`src/rtl/doorlock_ctrl.sv`:
```
// doorlock_ctrl: 4-digit passcode FSM with timed unlock, error and lockout states
// ports: clk, rst_n (async active-low); num_h digit code (>9 = none), enter/clr/set_pw key levels;
// unlock/err/alarm Moore flags, state code, entry_cnt/entry_digits entry buffer, fail_cnt failures.
// define PWCHG_EN to allow storing a new password from OPEN via set_pw.
module doorlock_ctrl #(
  parameter logic [15:0] DEFAULT_PW  = 16'h1234,
  parameter int unsigned OPEN_CYCLES = 50000000,
  parameter int unsigned ERR_CYCLES  = 25000000,
  parameter int unsigned LOCK_CYCLES = 500000000,
  parameter int unsigned MAX_FAIL    = 3
) (
  input  logic        clk,
  input  logic        rst_n,
  input  logic [3:0]  num_h,
  input  logic        enter,
  input  logic        clr,
  input  logic        set_pw,
  output logic        unlock,
  output logic        err,
  output logic        alarm,
  output logic [2:0]  state,
  output logic [2:0]  entry_cnt,
  output logic [15:0] entry_digits,
  output logic [1:0]  fail_cnt
);
  typedef enum logic [2:0] {
    IDLE  = 3'd0,
    ENTRY = 3'd1,
    CHECK = 3'd2,
    OPEN  = 3'd3,
    FAIL  = 3'd4,
    LOCK  = 3'd5
  } state_t;
  state_t st, st_n;
  logic [31:0] tmr, tmr_n;
  logic [3:0] num_q;
  logic enter_q, clr_q;
  logic [2:0] cnt_n, sh_cnt;
  logic [15:0] dig_n, sh_dig, pw;
  logic [1:0] fail_n;
  logic dig_ev, enter_ev, clr_ev, full, match;
`ifdef PWCHG_EN
  logic set_q, set_ev, store;
  logic [15:0] pw_n;
  assign set_ev = set_pw & ~set_q;
  assign store = set_ev & full & ~clr_ev;
`else
  logic unused;
  assign unused = set_pw;
  assign pw = DEFAULT_PW;
`endif
  // a digit counts only when the previous cycle showed no key, so a held key or a slide between keys is one/no event
  assign dig_ev = num_q > 4'd9 && num_h <= 4'd9;
  assign enter_ev = enter & ~enter_q;
  assign clr_ev = clr & ~clr_q;
  assign full = entry_cnt == 3'd4;
  assign match = full && entry_digits == pw;
  assign sh_cnt = entry_cnt + 3'd1;
  assign sh_dig = {entry_digits[11:0], num_h};
  assign state = st;
  assign unlock = st == OPEN;
  assign err = st == FAIL;
  assign alarm = st == LOCK;
  always_ff @(posedge clk or negedge rst_n) begin
    if (!rst_n) begin
      st <= IDLE;
      tmr <= '0;
      num_q <= 4'hA;
      enter_q <= 1'b0;
      clr_q <= 1'b0;
      entry_cnt <= '0;
      entry_digits <= '0;
      fail_cnt <= '0;
`ifdef PWCHG_EN
      set_q <= 1'b0;
      pw <= DEFAULT_PW;
`endif
    end else begin
      st <= st_n;
      tmr <= tmr_n;
      num_q <= num_h;
      enter_q <= enter;
      clr_q <= clr;
      entry_cnt <= cnt_n;
      entry_digits <= dig_n;
      fail_cnt <= fail_n;
`ifdef PWCHG_EN
      set_q <= set_pw;
      pw <= pw_n;
`endif
    end
  end
  always_comb begin
    st_n = st;
    tmr_n = tmr;
    cnt_n = entry_cnt;
    dig_n = entry_digits;
    fail_n = fail_cnt;
`ifdef PWCHG_EN
    pw_n = pw;
`endif
    case (st)
      IDLE: begin
        if (dig_ev) begin
          st_n = ENTRY;
          cnt_n = 3'd1;
          dig_n = {12'h0, num_h};
        end
      end
      ENTRY: begin
        if (clr_ev) begin
          st_n = IDLE;
          cnt_n = '0;
          dig_n = '0;
        end else if (enter_ev) begin
          st_n = CHECK;
        end else if (dig_ev && !full) begin
          cnt_n = sh_cnt;
          dig_n = sh_dig;
        end
      end
      CHECK: begin
        cnt_n = '0;
        dig_n = '0;
        if (match) begin
          st_n = OPEN;
          fail_n = '0;
          tmr_n = OPEN_CYCLES - 1;
        end else if (32'(fail_cnt) + 32'd1 == MAX_FAIL) begin
          st_n = LOCK;
          tmr_n = LOCK_CYCLES - 1;
        end else begin
          st_n = FAIL;
          fail_n = fail_cnt + 2'd1;
          tmr_n = ERR_CYCLES - 1;
        end
      end
      OPEN: begin
        tmr_n = tmr - 32'd1;
`ifdef PWCHG_EN
        // a store in the final open cycle still lands, so the key beats the timeout
        if (clr_ev || store || tmr == '0) begin
          st_n = IDLE;
          tmr_n = '0;
          cnt_n = '0;
          dig_n = '0;
          pw_n = store ? entry_digits : pw;
        end else if (dig_ev && !full) begin
          cnt_n = sh_cnt;
          dig_n = sh_dig;
        end
`else
        if (clr_ev || tmr == '0) begin
          st_n = IDLE;
          tmr_n = '0;
        end
`endif
      end
      FAIL: begin
        tmr_n = tmr - 32'd1;
        if (tmr == '0) begin
          st_n = IDLE;
          tmr_n = '0;
        end
      end
      LOCK: begin
        tmr_n = tmr - 32'd1;
        if (tmr == '0) begin
          st_n = IDLE;
          tmr_n = '0;
          fail_n = '0;
        end
      end
      default: st_n = IDLE;
    endcase
  end
endmodule

```
`config.mk`:
```
export PLATFORM = sky130hd
export DESIGN_NAME = doorlock_ctrl
export DESIGN_NICKNAME = d
export VERILOG_FILES = /design/src/rtl/doorlock_ctrl.sv
export SDC_FILE = /design/constraint.sdc
export NUM_CORES = 1
export LEC_CHECK = 0
export ABC_CLOCK_PERIOD_IN_PS = 2500
export BUFFER_PORTS_ARGS = -buffer_cell sky130_fd_sc_hd__buf_2
export CAP_MARGIN = 20
export CORE_UTILIZATION = 35
export CTS_CLUSTER_DIAMETER = 40
export DETAILED_ROUTE_END_ITERATION = 16
export HOLD_SLACK_MARGIN = 0.1
export SETUP_SLACK_MARGIN = 0.02
export SLEW_MARGIN = 20
export SYNTH_ARGS = -nofsm -noshare
export SYNTH_HDL_FRONTEND = slang
export SYNTH_SLANG_ARGS = --single-unit
```
`constraint.sdc`:
```
create_clock -name clk -period 2.5 [get_ports clk]
set_clock_uncertainty 0.05 [all_clocks]
set_input_delay 0.125 -clock clk [delete_from_list [all_inputs] [get_ports clk]]
set_output_delay 0.125 -clock clk [all_outputs]
set_load 0.02 [all_outputs]
```
==> results of run 1 <==
==> where the power goes <==
group	internal [W]	total [W]	switching [W]
Combinational	0.00138	0.00327	0.00189
Sequential	0.00130	0.00159	0.000286
Clock	0.000559	0.000980	0.000421
==> cells by family after synthesis <==
| group | synth area share |
|---|---|
| compound gates | 0.199 |
| xor+xnor | 0.00246 |
| fa+ha+maj | 0.0176 |
| buf+inv | 0.0685 |
| flops | 0.429 |
| mux | 0.0435 |
| simple gates | 0.240 |
==> final timing paths <==
kind	to	depth (start not counted)
max	state[0]	5
min	tmr[3]	2
max reg2reg	state[0]	5
min reg2reg	tmr[30]	1
max in group asynchronous	entry_digits[5]	3
min in group clk	enter_q	2
==> registers in the layout, summed over array words and instances, names as in the netlist <==
signal        flops
state             3
enter_q           1
num_q             3
entry_digits     16
clr_q             1
fail_cnt          2
tmr              32
entry_cnt         3
==> metrics by stage <==
step	utilization	cell area [sq um]	instances
2_1_floorplan	-	3580	399
3_3_place_gp	0.425	4170	586
3_5_place_dp	0.425	4170	586
4_1_cts	0.463	4540	612
5_1_grt	0.483	4750	613
6_report	0.483	4750	613
==> what timing repair did <==
action	CTS	global route
gates resized for setup	8	26
hold buffers	7	0
cloned	2	1
endpoints found under the hold margin	33	0
endpoints found under the setup margin	33	33
pin swaps	4	10
buffers inserted	1	0
==> layer usage <==
metal,GRT usage,up-vias
met2,0.344,101
li1,-,1633
met1,0.276,1682
met5,0,-
met3,0.0549,8
met4,0.0596,0
==> cell type report <==
type,count,area (sq um)
fill,963,5070
multi-input combinational,281,2020
sequential,61,1530
timing repair buffer,86,682
tap,133,166
inverter,36,135
clock buffer,10,128
clock inverter,6,87.6
==> Yosys cell counts, drive strengths merged (11+ instances only) <==
cell    number
nand4       11
o211ai      17
o21ai       13
nand2       34
inv         36
mux2i       14
nor3        12
a21oi       13
a31oi       26
nor2        25
nand3       19
dfrtp       59
clkbuf      16
==> layout by cell type (no fill, tap or decap), drive strengths merged, types with 3 or more instances in the layout <==
cell and n:
dfrtp 59, nor4 7, nand2 34, nand3 19, mux2i 14, or2 5, nor2b 5, nor2 25
o211ai 17, dlygate4sd3 7, nor3 12, inv 36, o21ai 13, o31ai 4, clkinvlp 3, nor4b 3
nand4 11, or3 9, nand2b 4, and3 4, a31oi 26, or4b 3, a21bo 4, clkbuf 11
a21oi 13, or4 5, nand4b 5, ha 5, buf 77
==> results.txt, run 1 <==
The flow ran to the end, but the final reports show violations. The checks that failed: setup timing. The number of DRC violations after detailed-routing iteration 0 came out at 200.

The remaining antenna violation count came out at 0. The total met2 wirelength after detailed routing came out at 5090 um. The final net count is 489. Before antenna repair, the detailed router went through 5 iterations. The minimum period implied by the final worst setup slack is 2.56 ns. After routing, the total negative slack on setup checks comes to -0.163 ns. The synthesized netlist net count is 413. The count of endpoints failing setup in the final report came out at 9. The power per standard cell area came out at 1230 mW/mm^2.

The delay contributed by the slowest stage of the critical path is 0.56 ns. The quantity of I/O buffers inserted on ports is 34. The via count of the first global-routing pass is 3388. The synthesized design spends more area on one cell type than any other, namely sky130_fd_sc_hd__dfrtp_1.

The first global-routing pass estimated 17000 um of wire. The maximum clock path buffer count came out at 2. The data arrival time of the critical path came out at 2.74 ns.

The share of synthesized area in the top cell type comes to 0.414. The TritonCTS sink count came out at 61. The count of vias placed by the detailed router is 3424. The worst setup path is of the register to register kind. In this run the vertical extent of the chip is 103 um. TritonCTS built the clock tree. The final hold slack is 0.313 ns. The final routed wirelength across all metal layers is 10300 um.

The routability-driven placement congestion ratio came out at 0.865. Traced cell by cell, the critical path runs through or4_4 > or3_4 > or4b_4 > a22o_4 > mux2_4. The proportion of layout cells with a drive suffix above 1 is 0.302. The leakage component of the power came out at 2.06 nW. The tree is rooted in a sky130_fd_sc_hd__clkbuf_8. The total inserted antenna cells is 0.

The transition time at the pin with the least slew margin came out at 0.805 ns. The number of max-cap violations is 0. The sort of element at the end of the critical path is a register. For this run, the total global-route usage over all layers was measured as 0.210. Setup repair after global routing could not meet its margin everywhere. The setup slack after layout came out at -0.0579 ns. The post-synthesis instance area is 0.00356 sq mm. The register-to-register setup slack is -0.06 ns.

The most used flip-flop cell after synthesis is sky130_fd_sc_hd__dfrtp_1. The number of buffer and inverter stages on the critical path is 0. After detailed routing, no signal wire sits above met4.

In this run the worst path has a maximum fanout of 5. STA classifies the critical path startpoint as a register. The initial antenna violation count was 0. The worst-skew pair later-pin latency is 0.35 ns. In the final routed layout, each cell accounts on average for 16.8 um. The peak supply drop is 0.633 mV. The worst hold path belongs to the class input port to asynchronous set/reset pin. Entering global routing, the biggest net connects 47 pins.

The sum of internal, switching and leakage power is 0.00584 W. The startpoint of the lowest-slack register-to-register path is tmr[22]. The H-tree level count came out at 3.

The number of design rule violations left after detail routing is 0. In this run, distinct cell masters in the synthesized netlist total 61. Timing would allow up to 391 MHz.

After synthesis the netlist holds a flip-flop and latch count of 61. The total congestion overflow after global routing is 0. The slowest stage of the critical path is the sky130_fd_sc_hd__or4b_4 cell. The clock transition at the registers of the reported paths came out at 0.07 ns.

Among cell families on the critical path, the largest total delay comes from simple AND/OR/NAND/NOR gates. The die covers 0.0106 sq mm. The wire length on met1 is 4600 um. The sum of net half-perimeters after detailed placement came out at 7030 um.

Of the available clock period, the critical path in the final layout requires 1.02. The count of standard-cell rows came out at 36. The count of mapped cells out of synthesis came out at 399.

The worst slew margin relative to its limit came out at 0.461. The count of pins over their slew limit was 0. Using the TritonRoute via totals, the vias-per-cell ratio works out to 5.59. Ranked by total cell area, the synthesized netlist is headed by sky130_fd_sc_hd__dfrtp_1 41%, sky130_fd_sc_hd__a31oi_1 4.6%, sky130_fd_sc_hd__mux2i_1 3.9%.

Tracing the worst setup path back leads to its startpoint at tmr[22]. At the worst endpoint, the required time is 2.68 ns. The setup slack at placement is -0.122 ns. The post-synthesis average cell area is 8.93 sq um. The area of the core came out at 0.00982 sq mm. The number of synthesized flops with an enable pin came out at 0. The wire length on met3 is 536 um.

For this configuration, the core starts out at a cell density of 0.363. The number of failing hold endpoints at the final stage is 0. Of the synthesized area, sequential elements account for 0.429.

The layout overhead on the synthesized area is 33.2%. The total number of yosys warnings came out at 0. The I/O pin total is 36. The die outline width came out at 103 um. Clock tree synthesis inserted a total of 9 buffers. The fraction of registers with async set/reset is 1.00.
Note: power is estimated with default switching activity, not from simulation.
==> run 2: changes to the inputs <==
ABC_CLOCK_PERIOD_IN_PS = 2800   (was 2500)
RECOVER_POWER = 100   (was default)
clock period = 2.8 ns   (was 2.5 ns; I/O delays follow)
==> results.txt, run 2 (same netlist as run 1, synthesis figures left out) <==
The flow ran to the end, but the final reports show violations. The final reports fail on capacitance limit, slew limit. The peak clock frequency supported by timing is 372 MHz (-5.0%). The count of vias placed by the detailed router came out at 3321 (-3.0%). The worst setup path is of the register to register kind. The sum of internal, switching and leakage power came out at 0.00470 W (-19%). The I/O pin total is 36 (unchanged).

The count of endpoints failing setup in the final report is 0 (-9). The net switching fraction of the power came out at 0.460 (+0.0155). The total congestion overflow after global routing came out at 0 (unchanged).

The number of vias per cell after detailed routing came to 5.58 (about the same). The total non-filler cell area in the finished layout is 0.00428 sq mm (-9.9%). The number of max-cap violations is 1 (+1). The worst slew margin relative to its limit was -0.0376 (-0.499).

Setup repair after global routing left no endpoint under its margin. The register-to-register setup slack came out at 0.11 ns (+0.17 ns). The worst-skew pair later-pin latency is 0.36 ns (about the same). The share of power burned in combinational logic came out at 0.515 (-0.045). The minimum period implied by the final worst setup slack is 2.69 ns (+0.134 ns).

The internal power contribution came out at 0.00254 W (-22%). The count of standard-cell rows came out at 36 (unchanged). The TritonCTS sink count was 61 (unchanged). The setup slack at placement came out at -0.0561 ns (+0.0659 ns).

The die outline width came out at 103 um (unchanged). The pin count of the biggest net entering global routing is 62 (+32%). The required time of the critical path is 2.98 ns (+0.30 ns). The setup slack after layout came out at 0.109 ns (+0.166 ns). The area of the core came out at 0.00982 sq mm (unchanged). The net switching power is 0.00216 W (-17%). The final net count is 471 (-3.7%). The detailed-router iteration count before antenna repair came out at 5 (unchanged). CTS placed an instance of sky130_fd_sc_hd__clkbuf_8 at the clock tree root. The sequential power share is 0.307 (+0.035). The via count of the first global-routing pass came out at 3206 (-5.4%). The number of design rule violations left after detail routing came out at 0 (unchanged).

The startpoint identified for the worst register-to-register timing path is tmr[22]. In this run the worst hold path is classified as input port to register. The data arrival time of the critical path came out at 2.88 ns (+0.14 ns). The endpoint identified for the worst register-to-register timing path is state[0]. The leakage component of the power is 1.79 nW (-13%). TritonCTS built the clock tree. The count of cells along the worst register-to-register path came out at 5 (unchanged). The routability-driven placement congestion ratio is 0.816 (-5.6%). The final routed wirelength across all metal layers was 9400 um (-8.8%). The most critical setup path has its startpoint at tmr[22].

The die area came out at 0.0106 sq mm (unchanged). The initial antenna violation count is 0 (unchanged). The sum of net half-perimeters after detailed placement is 6440 um (-8.3%). The vertical extent of the die is 103 um (unchanged).

The first-pass GRT wire length was 15800 um (-6.9%). The number of flip-flops under the largest register name came out at 32 (unchanged). The final clock period utilization by the worst path is 0.961 (-0.0619). The post-place instance area is 0.00401 sq mm (-3.9%).

The H-tree level count came out at 3 (unchanged). The highest net fanout along the worst path came out at 6 (+1). The clock transition at the registers of the reported paths is 0.08 ns (about the same). The starting utilization of the core area is 0.363 (unchanged). The clock network fraction of design power was 0.177 (+0.009). The final routed wire length divided by cell count is 15.8 um (-6.0%). The maximum clock path buffer count came to 2 (unchanged). The remaining antenna violation count came out at 0 (unchanged). Following the worst setup path forward leads to its endpoint at state[0]. The total inserted antenna cells came out at 0 (unchanged).

The quantity of I/O buffers inserted on ports came out at 34 (unchanged). More flip-flops sit in one register than any other, and that register is tmr. The largest registers in the layout are tmr (32), entry_digits (16). The number of DRC violations after detailed-routing iteration 0 is 226 (+13%).

The number of failing hold endpoints at the final stage was 0 (unchanged). Leaving out fill and tap cells, the most frequent cell in the layout is sky130_fd_sc_hd__dfrtp_1. The total routing resource utilization after global routing came out at 0.194 (-0.0166).

The worst setup path is captured at a register. The number of clock buffers inserted by TritonCTS is 9 (unchanged). The layout overhead on the synthesized area is 20.0%. The transition time at the pin with the least slew margin is 1.56 ns (+0.751 ns). The top cell types in the final layout, fill and taps aside, are 59 x sky130_fd_sc_hd__dfrtp_1, 36 x sky130_fd_sc_hd__inv_1, 33 x sky130_fd_sc_hd__nand2_1, 33 x sky130_fd_sc_hd__clkbuf_1, 26 x sky130_fd_sc_hd__a31oi_1.

STA classifies the critical path startpoint as a register. The peak supply drop was 0.624 mV (-1.5%). The count of pins over their slew limit came to 62 (+62). The proportion of layout cells with a drive suffix above 1 came out at 0.158 (-0.144). The power per standard cell area came out at 1100 mW/mm^2 (-11%).
==> run 2: cell count changes in the layout (fill, tap and decap cells not counted), sizes merged <==
cell / previous run / this run
clkinv: 1 / 2
bufinv: 2 / 1
or4b: 3 / 2
clkinvlp: 3 / 1
clkbuf: 11 / 44
buf: 77 / 27
bufbuf: 1 / 0
inv: 36 / 39
==> run 2: repair_timing <==
item | 4_1_cts | 5_1_grt
endpoints found under the hold margin | 65 | 0
gates resized for setup | 5 | 0
setup endpoints to repair | 9 | 1
cloned | 0 | 0
hold buffers | 7 | 0
buffers inserted | 1 | 1
==> run 2: final cells by class <==
cell class,instances,area (sq um)
fillers,1032,5540
multi-input cells,280,1820
flip-flops and latches,61,1530
repair buffers,69,422
well taps,133,166
inverters,36,135
clock buffers,9,124
clock inverters,7,81.3
==> run 2: metal layers <==
| metal | GRT usage | wire length [um] | up-vias |
|---|---|---|---|
| met5 | 0 | 0 | - |
| met4 | 0.0758 | 147 | 0 |
| met3 | 0.0312 | 460 | 11 |
| met2 | 0.302 | 4350 | 96 |
| met1 | 0.270 | 4440 | 1624 |
| li1 | - | - | 1590 |
==> run 2: how the worst min path moves through the flow <==
stage	depth (start not counted)	endpoint	from	slack [ns]
floorplan	0	clr_q	rst_n	-0.21
global placement	1	clr_q	clr	0.21
detailed placement	1	clr_q	clr	0.21
CTS	2	enter_q	enter	0.38
global route	2	clr_q	clr	0.39
finish	2	clr_q	clr	0.38
==> run 2: stage by stage <==
stage	utilization	hold slack, ns	cells	TNS, ns
CTS	0.440	0.384	594	0
floorplan	-	-0.206	399	0
finish	0.435	0.384	595	0
detailed placement	0.408	0.215	570	-0.106
global route	0.435	0.391	595	0
global placement	0.408	0.212	570	0
==> run 2: worst max-delay path, cell delays in order (launching register included) <==
cell,delay (ns)
sky130_fd_sc_hd__dfrtp_1,0.40
sky130_fd_sc_hd__or4_4,0.54
sky130_fd_sc_hd__or3_4,0.37
sky130_fd_sc_hd__or4b_4,0.59
sky130_fd_sc_hd__a22o_2,0.31
sky130_fd_sc_hd__mux2_1,0.31
==> run 2: power by group through the flow <==
stage                     Clock, W  Combinational, W  Sequential (W)
after floorplan                  0           0.00155         0.00152
after global placement           0           0.00236         0.00145
after detailed placement         0           0.00241         0.00145
after CTS                 0.000846           0.00245         0.00144
after global routing      0.000879           0.00267         0.00148
final                     0.000834           0.00242         0.00144
